==> src/rtl/regfile_write_arbiter.sv <==
// Shares the single regfile write port between the pipeline writeback stage and a
// FIFO of buffered MDU results. A head that waits too long takes the port by stalling writeback.
module regfile_write_arbiter #(
  parameter int DEPTH    = 2,
  parameter int MAX_WAIT = 4
) (
  input  logic        clk,
  input  logic        rst_n,
  input  logic        wb_valid,
  input  logic [4:0]  wb_rd,
  input  logic [31:0] wb_data,
  output logic        wb_stall,
  input  logic        mdu_valid,
  input  logic [4:0]  mdu_rd,
  input  logic [31:0] mdu_data,
  output logic        mdu_ready,
  output logic        rf_we,
  output logic [4:0]  rf_waddr,
  output logic [31:0] rf_wdata,
  output logic        busy
);
  localparam int PW = $clog2(DEPTH);
  localparam int CW = $clog2(DEPTH + 1);
  localparam int WW = $clog2(MAX_WAIT + 1);
  localparam logic [CW-1:0] DEPTH_C = CW'(DEPTH);
  localparam logic [WW-1:0] MAXW_C  = WW'(MAX_WAIT);

  logic [4:0]    rd_mem_q   [DEPTH];
  logic [4:0]    rd_mem_d   [DEPTH];
  logic [31:0]   data_mem_q [DEPTH];
  logic [31:0]   data_mem_d [DEPTH];
  logic [PW-1:0] wptr_q, wptr_d, rptr_q, rptr_d;
  logic [CW-1:0] count_q, count_d;
  logic [WW-1:0] wcnt_q, wcnt_d;
  logic          rf_we_q, rf_we_d;
  logic [4:0]    rf_waddr_q, rf_waddr_d;
  logic [31:0]   rf_wdata_q, rf_wdata_d;
  logic          busy_q, busy_d;
  logic          mdu_ready_q, mdu_ready_d;

  logic nonempty_s, wb_eff_s, force_s, grant_fifo_s, grant_wb_s, push_s;

  // Grant decision: FORCE > PIPE > DRAIN > IDLE; register zero counts as no write request.
  always_comb begin
    nonempty_s   = (count_q != {CW{1'b0}});
    wb_eff_s     = wb_valid && (wb_rd != 5'd0);
    force_s      = nonempty_s && (wcnt_q == MAXW_C);
    grant_fifo_s = force_s || (nonempty_s && !wb_eff_s);
    grant_wb_s   = !force_s && wb_eff_s;
    push_s       = mdu_valid && mdu_ready_q && (mdu_rd != 5'd0);
    wb_stall     = force_s && wb_valid;
  end

  // FIFO storage, pointers, occupancy and head wait counter.
  always_comb begin
    rd_mem_d   = rd_mem_q;
    data_mem_d = data_mem_q;
    if (push_s) begin
      rd_mem_d[wptr_q]   = mdu_rd;
      data_mem_d[wptr_q] = mdu_data;
      wptr_d             = wptr_q + PW'(1);
    end else begin
      wptr_d = wptr_q;
    end

    if (grant_fifo_s) begin
      rptr_d = rptr_q + PW'(1);
    end else begin
      rptr_d = rptr_q;
    end

    if (push_s && !grant_fifo_s) begin
      count_d = count_q + CW'(1);
    end else if (!push_s && grant_fifo_s) begin
      count_d = count_q - CW'(1);
    end else begin
      count_d = count_q;
    end

    // A new head after a pop always starts its wait from zero.
    if (grant_fifo_s || !nonempty_s) begin
      wcnt_d = {WW{1'b0}};
    end else if (wcnt_q != MAXW_C) begin
      wcnt_d = wcnt_q + WW'(1);
    end else begin
      wcnt_d = wcnt_q;
    end

    busy_d      = (count_d != {CW{1'b0}});
    mdu_ready_d = (count_d < DEPTH_C);
  end

  // Write port next-state: address and data hold when nothing is granted.
  always_comb begin
    if (grant_fifo_s) begin
      rf_we_d    = 1'b1;
      rf_waddr_d = rd_mem_q[rptr_q];
      rf_wdata_d = data_mem_q[rptr_q];
    end else if (grant_wb_s) begin
      rf_we_d    = 1'b1;
      rf_waddr_d = wb_rd;
      rf_wdata_d = wb_data;
    end else begin
      rf_we_d    = 1'b0;
      rf_waddr_d = rf_waddr_q;
      rf_wdata_d = rf_wdata_q;
    end
  end

  // State registers; reset discards any buffered MDU results.
  always_ff @(posedge clk or negedge rst_n) begin
    if (!rst_n) begin
      for (int i = 0; i < DEPTH; i++) begin
        rd_mem_q[i]   <= 5'd0;
        data_mem_q[i] <= 32'd0;
      end
      wptr_q      <= {PW{1'b0}};
      rptr_q      <= {PW{1'b0}};
      count_q     <= {CW{1'b0}};
      wcnt_q      <= {WW{1'b0}};
      rf_we_q     <= 1'b0;
      rf_waddr_q  <= 5'd0;
      rf_wdata_q  <= 32'd0;
      busy_q      <= 1'b0;
      mdu_ready_q <= 1'b1;
    end else begin
      rd_mem_q    <= rd_mem_d;
      data_mem_q  <= data_mem_d;
      wptr_q      <= wptr_d;
      rptr_q      <= rptr_d;
      count_q     <= count_d;
      wcnt_q      <= wcnt_d;
      rf_we_q     <= rf_we_d;
      rf_waddr_q  <= rf_waddr_d;
      rf_wdata_q  <= rf_wdata_d;
      busy_q      <= busy_d;
      mdu_ready_q <= mdu_ready_d;
    end
  end

  assign mdu_ready = mdu_ready_q;
  assign rf_we     = rf_we_q;
  assign rf_waddr  = rf_waddr_q;
  assign rf_wdata  = rf_wdata_q;
  assign busy      = busy_q;

endmodule

==> config.mk <==
export PLATFORM = sky130hd
export DESIGN_NAME = regfile_write_arbiter
export DESIGN_NICKNAME = d
export VERILOG_FILES = /design/src/rtl/regfile_write_arbiter.sv
export SDC_FILE = /design/constraint.sdc
export NUM_CORES = 1
export LEC_CHECK = 0
export CAP_MARGIN = 0
export CORE_UTILIZATION = 36
export DETAILED_ROUTE_END_ITERATION = 8
export GPL_TIMING_DRIVEN = 0
export SYNTH_ARGS = -nofsm -noshare
export SYNTH_HDL_FRONTEND = slang
export SYNTH_SLANG_ARGS = --single-unit
==> constraint.sdc <==
create_clock -name clk -period 4.5 [get_ports clk]
set_clock_uncertainty 0.1 [all_clocks]
set_input_delay 0.9 -clock clk [delete_from_list [all_inputs] [get_ports clk]]
set_output_delay 0.9 -clock clk [all_outputs]
set_load 0.01 [all_outputs]
# ---- Word-level counts from Yosys, hierarchy flattened
# Cells that the tools add are included.
dict set report word_totals {
  in_bits 78
  ram_bits 0
  wordCells 71
  latch_bits 0
  romBits 0
  memories 0
  out_inout_bits 41
  regBits 121
}
dict set report op_classes {
  add_sub_neg 5
  n_reduce_logical 23
  n_mux 22
  bitwise 2
  n_div 0
  n_lt_le_gt_ge 4
  n_mul 0
  eq_ne 2
  shift 0
}
# op count
set ops {}
lappend ops {{$mux W32} 6}
lappend ops {{$bwmux W64} 1}
lappend ops {{$demux W32 S1} 1}
lappend ops {{$mux W5} 6}
lappend ops {{$bwmux W10} 1}
lappend ops {{$logic_and A1 B1 Y1} 10}
lappend ops {{$reduce_bool A5 Y1} 2}
lappend ops {{$reduce_bool A2 Y1} 4}
lappend ops {{$mux W3} 2}
lappend ops {{$demux W5 S1} 1}
lappend ops {{$logic_not A1 Y1} 5}
lappend ops {{$ge A2 B2 Y1 const B} 2}
lappend ops {{$mux W2} 2}
lappend ops {{$not A1 Y2} 2}
lappend ops {{$add A3 B1 Y3 const B} 1}
lappend ops {{$eq A3 B3 Y1 const B} 1}
lappend ops {{$ne A3 B3 Y1 const B} 1}
lappend ops {{$add A1 B1 Y1 const B} 2}
lappend ops {{$add A2 B1 Y2 const B} 1}
lappend ops {{$logic_or A1 B1 Y1} 2}
lappend ops {{$lt A2 B1 Y1 const B} 1}
lappend ops {{$lt A2 B2 Y1 const B} 1}
lappend ops {{$mux W1} 2}
lappend ops {{$sub A2 B1 Y2 const B} 1}

# ---- Logic depth before layout (Yosys ltp)
# Gate-level depths: netlist (run 1).
dict set report depth {
  ltp_word 9
  mapped_depth 9
  mapped_depth_nobuf 6
}

# ---- Worst setup path after synthesis (run 1)
# OpenSTA, ideal clock, no wires.
dict set report synth_timing {
  path_type {input to register}
  from {in mdu_rd[0]}
  to {reg data_mem_q[10] in the netlist's numbering}
  arrival_ns 2.318
  slack_ns 1.958
  required_time_ns 4.275
  path_stages 5
  cell_sequence {or4_4 > o211a_4 > nand2_4 > buf_6 > mux2_2}
}
dict set report synth_via {
  elab_chain_cells 2
}
# item line
set synth_rtl {}
lappend synth_rtl {{start, declared} 14} ;# input logic [4:0] mdu_rd,
lappend synth_rtl {{$reduce_bool A5 Y1} 50} ;# push_s = mdu_valid && mdu_ready_q && (mdu_rd != 5'd0);
lappend synth_rtl {{$logic_and A1 B1 Y1} 50}
lappend synth_rtl {{end signal, assigned} 128} ;# data_mem_q <= data_mem_d;
lappend synth_rtl {{end, declared} 30} ;# logic [31:0] data_mem_q [DEPTH];
# Every way passes these cells.
# A chain may end at the register's enable or synchronous reset.

# ---- Worst setup path in the final report (run 1)
dict set report layout_timing {
  from {in wb_valid}
  to {out wb_stall}
}
dict set report layout_via {
  elab_chain_cells 1
}
# item line
set layout_rtl {}
lappend layout_rtl {{start, declared} 9} ;# input logic wb_valid,
lappend layout_rtl {{$logic_and A1 B1 Y1} 51} ;# wb_stall = force_s && wb_valid;
lappend layout_rtl {{end, declared} 12} ;# output logic wb_stall,
# Every way passes these cells.

==> results of run 1 <==
logic make-up after synthesis:
kind of cell | share of synthesized area
AND/OR/NAND/NOR | 0.0481
adder cells (fa/ha/maj) | 0.00707
flip-flops | 0.570
multiplexers | 0.228
buffers and inverters | 0.0337
XOR/XNOR | 0.00824
AO/OA/AOI/OAI | 0.104
area by class of cell:
class / instances / area [sq um] / area share
Clock buffer: 24 / 482 / 0.0651
Buffer: 22 / 160 / 0.0216
Sequential cell: 121 / 3030 / 0.409
Clock inverter: 8 / 165 / 0.0223
Multi-Input combinational cell: 227 / 2100 / 0.284
Timing Repair Buffer: 119 / 1210 / 0.164
Inverter: 5 / 18.8 / 0.00254
Tap cell: 184 / 230 / 0.0311
worst max path at each step:
stage                                end  slack, ns
after floorplan           data_mem_q[10]       1.96
after global placement         wcnt_q[0]      -2.21
after detailed placement    rf_wdata[18]       1.17
after CTS                       wb_stall       1.27
after global routing            wb_stall       1.25
final                           wb_stall       1.29
cell usage after synthesis, drive strengths merged:
master,instances,area [sq um]
dfrtp,120,3000
mux2,74,852
nand2,40,160
mux2i,36,360
o221a,36,405
buf,15,134
nor2,8,37.5
clkbuf,7,26.3
inv,5,18.8
xnor2,5,43.8
a21oi,4,20.0
ha,3,37.5
o21ai,3,18.8
or4,2,18.8
a211oi,1,7.51
a21boi,1,7.51
a221oi,1,8.76
a2bb2oi,1,8.76
dfstp,1,26.3
nand3,1,5.00
nor2b,1,6.26
nor3,1,5.00
nor3b,1,7.51
nor4,1,6.26
o211a,1,17.5
o211ai,1,21.3
o21bai,1,11.3
o2bb2ai,1,8.76
o32a,1,10.0
o32ai,1,8.76
or3b,1,8.76
routing by layer:
layer / up-vias / share of wire / GRT usage / wire length (um)
met5: - / 0 / 0 / 0
met2: 108 / 0.47 / 0.281 / 5730
met1: 1779 / 0.45 / 0.216 / 5500
met4: 0 / 0.012 / 0.0791 / 145
li1: 1669 / - / - / -
met3: 13 / 0.068 / 0.0567 / 832
power by group through the flow:
| stage | Sequential, mW | Clock, mW | Combinational, mW |
|---|---|---|---|
| finish | 1.94 | 1.48 | 2.02 |
| floorplan | 1.98 | 0 | 1.23 |
| detailed placement | 1.95 | 0 | 2.05 |
| CTS | 1.94 | 1.52 | 2.06 |
| global placement | 1.93 | 0 | 2.01 |
| global route | 2.02 | 1.57 | 2.21 |
flip-flops by register name, summed over array words and instances, names as in the netlist:
register,flops
wptr_q,1
rd_mem_q,10
wcnt_q,3
mdu_ready,1
rf_wdata,32
rf_we,1
busy,1
count_q,2
rf_waddr,5
rptr_q,1
data_mem_q,64
worst reg2reg max path, delay by kind of cell, from the launching register on:
family	cells	cell delay (ns)
compound gates	2	0.36
fa+ha+maj	1	0.19
buf+inv	4	1.05
flops	1	0.40
simple gates	2	0.36
==> key figures, run 1 <==
Outcome
  – Status: finished clean

Timing
  – Hold_ws: between 0.3 and 0.4 ns
  – Post-Route Setup TNS: 0 ns
  – Final Hold Fails: 0
  – Final Setup Violations: 0
  – Final period utilization: 0.712
  – RSZ-0062 raised after global routing: no
  – Period minus WS final: ~3.2 ns
  – Worst slew pin tran: 0.810 ns
  – Pins over their slew limit: 0
  – Slew HR: 0.460
  – Worst Slack Setup Final: between 1 and 1.5 ns
  – Fmax: 0.312 GHz

Pwr
  – Power share of the clock group: 0.272
  – Leakage power: ~3.1 nW
  – Power, Total: ~5.4 mW
  – Comb pwr share: 0.372
  – Peak VDD IR: between 0.0003 and 0.0004 V
  – Seq pwr share: 0.356
  – P_sw: between 1.5 and 2 mW
  – PwrDens: around 740 mW/mm^2
  – Int Pwr: between 3 and 4 mW
  – Switch share: 0.292

Setup path
  – CP peak stage delay: 0.57 ns
  – CP max-delay cell: clkdlybuf4s50_1
  – Worst path bufs/invs: 2
  – RR Endpoint: rf_wdata[18]
  – Crit start category: input port
  – Critical Path Source: wb_valid
  – Worst EP arrival: ~2.2 ns
  – CP Cell Sequence: clkdlybuf4s50_1 -> nor3b_1 -> clkdlybuf4s50_1
  – CP Depth: 3
  – Crit Path Max Fanout: 4
  – Setup crit end kind: output port
  – Worst R2R Path Depth: 9
  – Critical path type: in -> out
  – Top cell by count, worst path: clkdlybuf4s50_1
  – R2R Path Start: count_q[0]
  – WP data required: 3.50 ns
  – Crit path max-delay family: buffers and inverters
  – R2R Setup Slk: around 1.9 ns

Floorplanning
  – Row count: 44
  – Die Height: ~120 um
  – Die width: about 120 um
  – Core area: around 0.014 sq mm
  – Die area: 0.0152 sq mm
  – Ports: approximately 120
  – Initial Util: 0.367

Place
  – DP Area: around 0.0068 sq mm
  – Placed Cells: approximately 680
  – Detailed placer's ending HPWL: between 8000 and 9000 um
  – Routability congestion estimate: between 0.7 and 0.8
  – Pre-CTS setup slack: 1.17 ns
  – IO Port Bufs: approximately 120

Clocking
  – CTS tree: yes
  – Root Driver: clkbuf_16
  – CTS max path bufs: 2
  – H-tree depth: 4
  – Total CTS buffers: 17
  – Worst-Skew Late Latency: roughly 0.41 ns
  – Clk slew on worst S/H paths: 0.05 ns
  – Cts hold-fix bufs: 0
  – Clk sinks: around 120
  – Post-CTS Resized: 0
  – Post-CTS setup buffer count: 0

Global route
  – Grt ovf: 0
  – Global-route wire length before repair: 19600 um
  – Largest net degree at the start of global routing: a little over 70
  – Global Route Usage Sum: 0.176
  – Antenna violations before repair: 0
  – Vias in the first global route: ~3800

Routing
  – Drt via density: between 5 and 6
  – Router iterations before antenna repair: 4
  – Final ANT Viol Nets: 0
  – WL per Instance: between 15 and 20 um
  – Drt total wl: around 12000 um
  – DR vias: ~3600
  – Post-detailed-route DRC marker count: 0
  – DR iter-0 viols: 121

Synth
  – Syn avg cell area: 14.2 sq um
  – #FFs+latches synth: approximately 120
  – Synth unique cells: 41
  – Gate Count Post-Synth: approximately 380
  – Seq/Total Area, Yosys: 0.570
  – Cell Area, Synth: around 0.0053 sq mm
  – Yosys warns: 0
  – Syn nets: 456

Finish
  – Fillers: about 1300
  – Fraction of final layout cells sized beyond drive strength 1: 0.310
  – Util after Layout: 0.511
  – Finished Cell Area: 0.00740 sq mm
  – Final cell count without fillers: 710
  – Most common cell after layout, fill and taps aside: dfrtp_1
  – Layout Nets: 594
  – Area Growth Syn to Fin: 39.3%
  – Most frequent cells in the layout: 120 x dfrtp_1, 117 x clkdlybuf4s50_1, 68 x mux2_2
  – Number of antenna diodes: 0

Job
  – Maxcap violations: 0

Worst hold path
  – Hold/Removal Path Class: in -> async
Power figures use the tool's default switching activity.
==> inputs of run 2 (changes only) <==
- clock period: 4.5 -> 2.7 ns (I/O delays scaled with it)
==> run 2 against run 1 <==
Effect of this change: total power is 67% higher; count of clock-buffer cells in the layout stayed put; wire length is 0.22% higher; hold slack better by 0.025 ns; largest cell class unchanged; highest routed layer unchanged.
==> key figures, run 2 (same netlist as run 1, synthesis figures left out) <==
Finish
  – Most frequent cells in the layout: 120 x dfrtp_1, 116 x clkdlybuf4s50_1, 68 x mux2_2
  – Largest register FFs: 64 (unchanged)
  – FF/Latch Area: 0.00303 sq mm (unchanged)
  – Fillers: 1280 (-0.16%)
  – Layout Nets: 595 (+0.17%)
  – Area Growth Syn to Fin: 39.5%
  – Largest Register: data_mem_q
  – Most common cell after layout, fill and taps aside: dfrtp_1
  – Fraction of final layout cells sized beyond drive strength 1: 0.315 (+0.00510)
  – Number of antenna diodes: 0 (unchanged)
  – Multi-input logic area: 0.00210 sq mm (unchanged)

Floorplanning
  – Die Height: 123 um (unchanged)
  – Initial Util: 0.367 (unchanged)
  – Die area: 0.0152 sq mm (unchanged)
  – Row count: 44 (unchanged)
  – Ports: 119 (unchanged)
  – Die width: 123 um (unchanged)
  – Core area: 0.0145 sq mm (unchanged)

Pwr
  – Power, Total: 9.08 mW (+67%)
  – Int Pwr: 6.43 mW (+67%)
  – Seq pwr share: 0.356 (about the same)
  – Leakage power: 3.14 nW (+0.59%)
  – Power share of the clock group: 0.272 (about the same)
  – Comb pwr share: 0.372 (about the same)
  – Peak VDD IR: 0.000515 V (+67%)
  – Switch share: 0.292 (about the same)
  – PwrDens: 1230 mW/mm^2 (+66%)
  – P_sw: 2.65 mW (+67%)

Setup path
  – Crit Path Max Fanout: 9 (+5)
  – R2R Path Start: count_q[0]
  – Worst R2R Path Depth: 9 (unchanged)
  – Setup crit end kind: output port
  – R2R Setup Slk: 0.35 ns (-1.58 ns)
  – CP max-delay cell: dfrtp_1
  – Worst EP arrival: 1.78 ns (-0.43 ns)
  – WP data required: 2.06 ns (-1.44 ns)
  – RR Endpoint: rf_wdata[18]
  – Crit path max-delay family: buffers and inverters
  – Crit start category: flip-flop
  – Critical path type: reg -> out
  – CP Cell Sequence: inv_1 -> ha_1 -> clkbuf_1 -> nor3b_1 -> dlygate4sd2_1
  – CP peak stage delay: 0.40 ns (-0.17 ns)
  – Worst path bufs/invs: 3 (+1)

Timing
  – Slew HR: 0.459 (-0.00101)
  – Fmax: 0.413 GHz
  – Final Hold Fails: 0 (unchanged)
  – Worst slew pin tran: 0.811 ns (+0.00151 ns)
  – Final period utilization: 0.898
  – Final Setup Violations: 0 (unchanged)
  – Pins over their slew limit: 0 (unchanged)
  – Period minus WS final: ~2.4 ns
  – Post-Route Setup TNS: 0 ns (unchanged)
  – RSZ-0062 raised after global routing: no

Clocking
  – H-tree depth: 4 (unchanged)
  – CTS max path bufs: 2 (unchanged)
  – Root Driver: clkbuf_16
  – Total CTS buffers: 17 (unchanged)
  – Clk slew on worst S/H paths: 0.05 ns (about the same)
  – Worst-Skew Late Latency: 0.41 ns (about the same)
  – CTS tree: yes
  – Clk sinks: 121 (unchanged)

Routing
  – Drt total wl: 12200 um (+0.22%)
  – WL per Instance: 17.2 um (about the same)
  – DR vias: 3561 (-0.22%)
  – DR iter-0 viols: 128 (+5.8%)
  – Final ANT Viol Nets: 0 (unchanged)
  – Post-detailed-route DRC marker count: 0 (unchanged)
  – Router iterations before antenna repair: 4 (unchanged)
  – Drt via density: 5.01 (-0.36%)

Place
  – IO Port Bufs: 118 (unchanged)
  – Routability congestion estimate: 0.735 (unchanged)
  – Detailed placer's ending HPWL: 8360 um (unchanged)

Global route
  – Global Route Usage Sum: 0.176 (unchanged)
  – Global-route wire length before repair: 19600 um (unchanged)
  – Vias in the first global route: 3787 (unchanged)
  – Largest net degree at the start of global routing: 71 (unchanged)
  – Antenna violations before repair: 0 (unchanged)
  – Grt ovf: 0 (unchanged)

Job
  – Maxcap violations: 0 (unchanged)

Worst hold path
  – Hold path depth: 1
  – Hold/Removal Path Class: reg -> reg
  – Hold Path Origin: wcnt_q[0]
  – Hold Path Sink: wcnt_q[0]

Outcome
  – Status: finished clean
[run 2: cell types whose count changed in the layout (fill, tap and decap cells not counted), sizes merged]
| cell | previous run | this run |
|---|---|---|
| clkdlybuf4s50 | 117 | 116 |
| dlygate4sd2 | 0 | 1 |
| dlygate4sd3 | 0 | 1 |
[run 2: area by class of cell]
cell class                 instances  share of cell area
inverter                           5             0.00253
sequential                       121               0.409
timing repair buffer             120               0.164
buffer                            22              0.0221
clock buffer                      24              0.0650
tap                              184              0.0311
multi-input combinational        227               0.284
clock inverter                     8              0.0223
[run 2: worst max-delay path by stage]
stage,start,endpoint,slack [ns],depth (start not counted)
floorplan,mdu_rd[0],data_mem_q[10],0.52,5
global placement,rst_n,wcnt_q[0],-3.65,1
detailed placement,wb_rd[3],rf_wdata[18],-0.27,7
CTS,count_q[0],rf_wdata[18],0.14,9
global route,count_q[0],rf_wdata[10],0.15,9
finish,count_q[0],wb_stall,0.28,5
[run 2: through the flow]
step	setup WS (ns)	instances	hold WS (ns)	utilization	cell area, sq um
floorplan	0.518	375	0.144	-	5310
finish	0.276	711	0.356	0.512	7410
global route	0.151	711	0.385	0.512	7410
global placement	-3.65	677	0.339	0.464	6720
CTS	0.141	711	0.366	0.512	7410
detailed placement	-0.270	678	0.356	0.466	6750
[run 2: layer usage]
metal	wire length, um	vias to the layer above	track usage
li1	-	1670	-
met1	5530	1775	0.216
met2	5730	103	0.281
met3	824	13	0.0567
met4	145	0	0.0791
met5	0	-	0
[run 2: repair_timing]
item	4_1_cts	5_1_grt
gates resized for setup	1	6
setup endpoints to repair	1	22
setup buffers	0	0
endpoints found under the hold margin	51	0
hold buffers	1	0
[run 2: power groups by stage]
stage | clock network (mW) | registers (mW) | logic, mW
2_1_floorplan | 0 | 3.29 | 2.06
3_3_place_gp | 0 | 3.21 | 3.35
3_5_place_dp | 0 | 3.25 | 3.41
4_1_cts | 2.53 | 3.24 | 3.43
5_1_grt | 2.62 | 3.36 | 3.68
6_report | 2.47 | 3.23 | 3.38
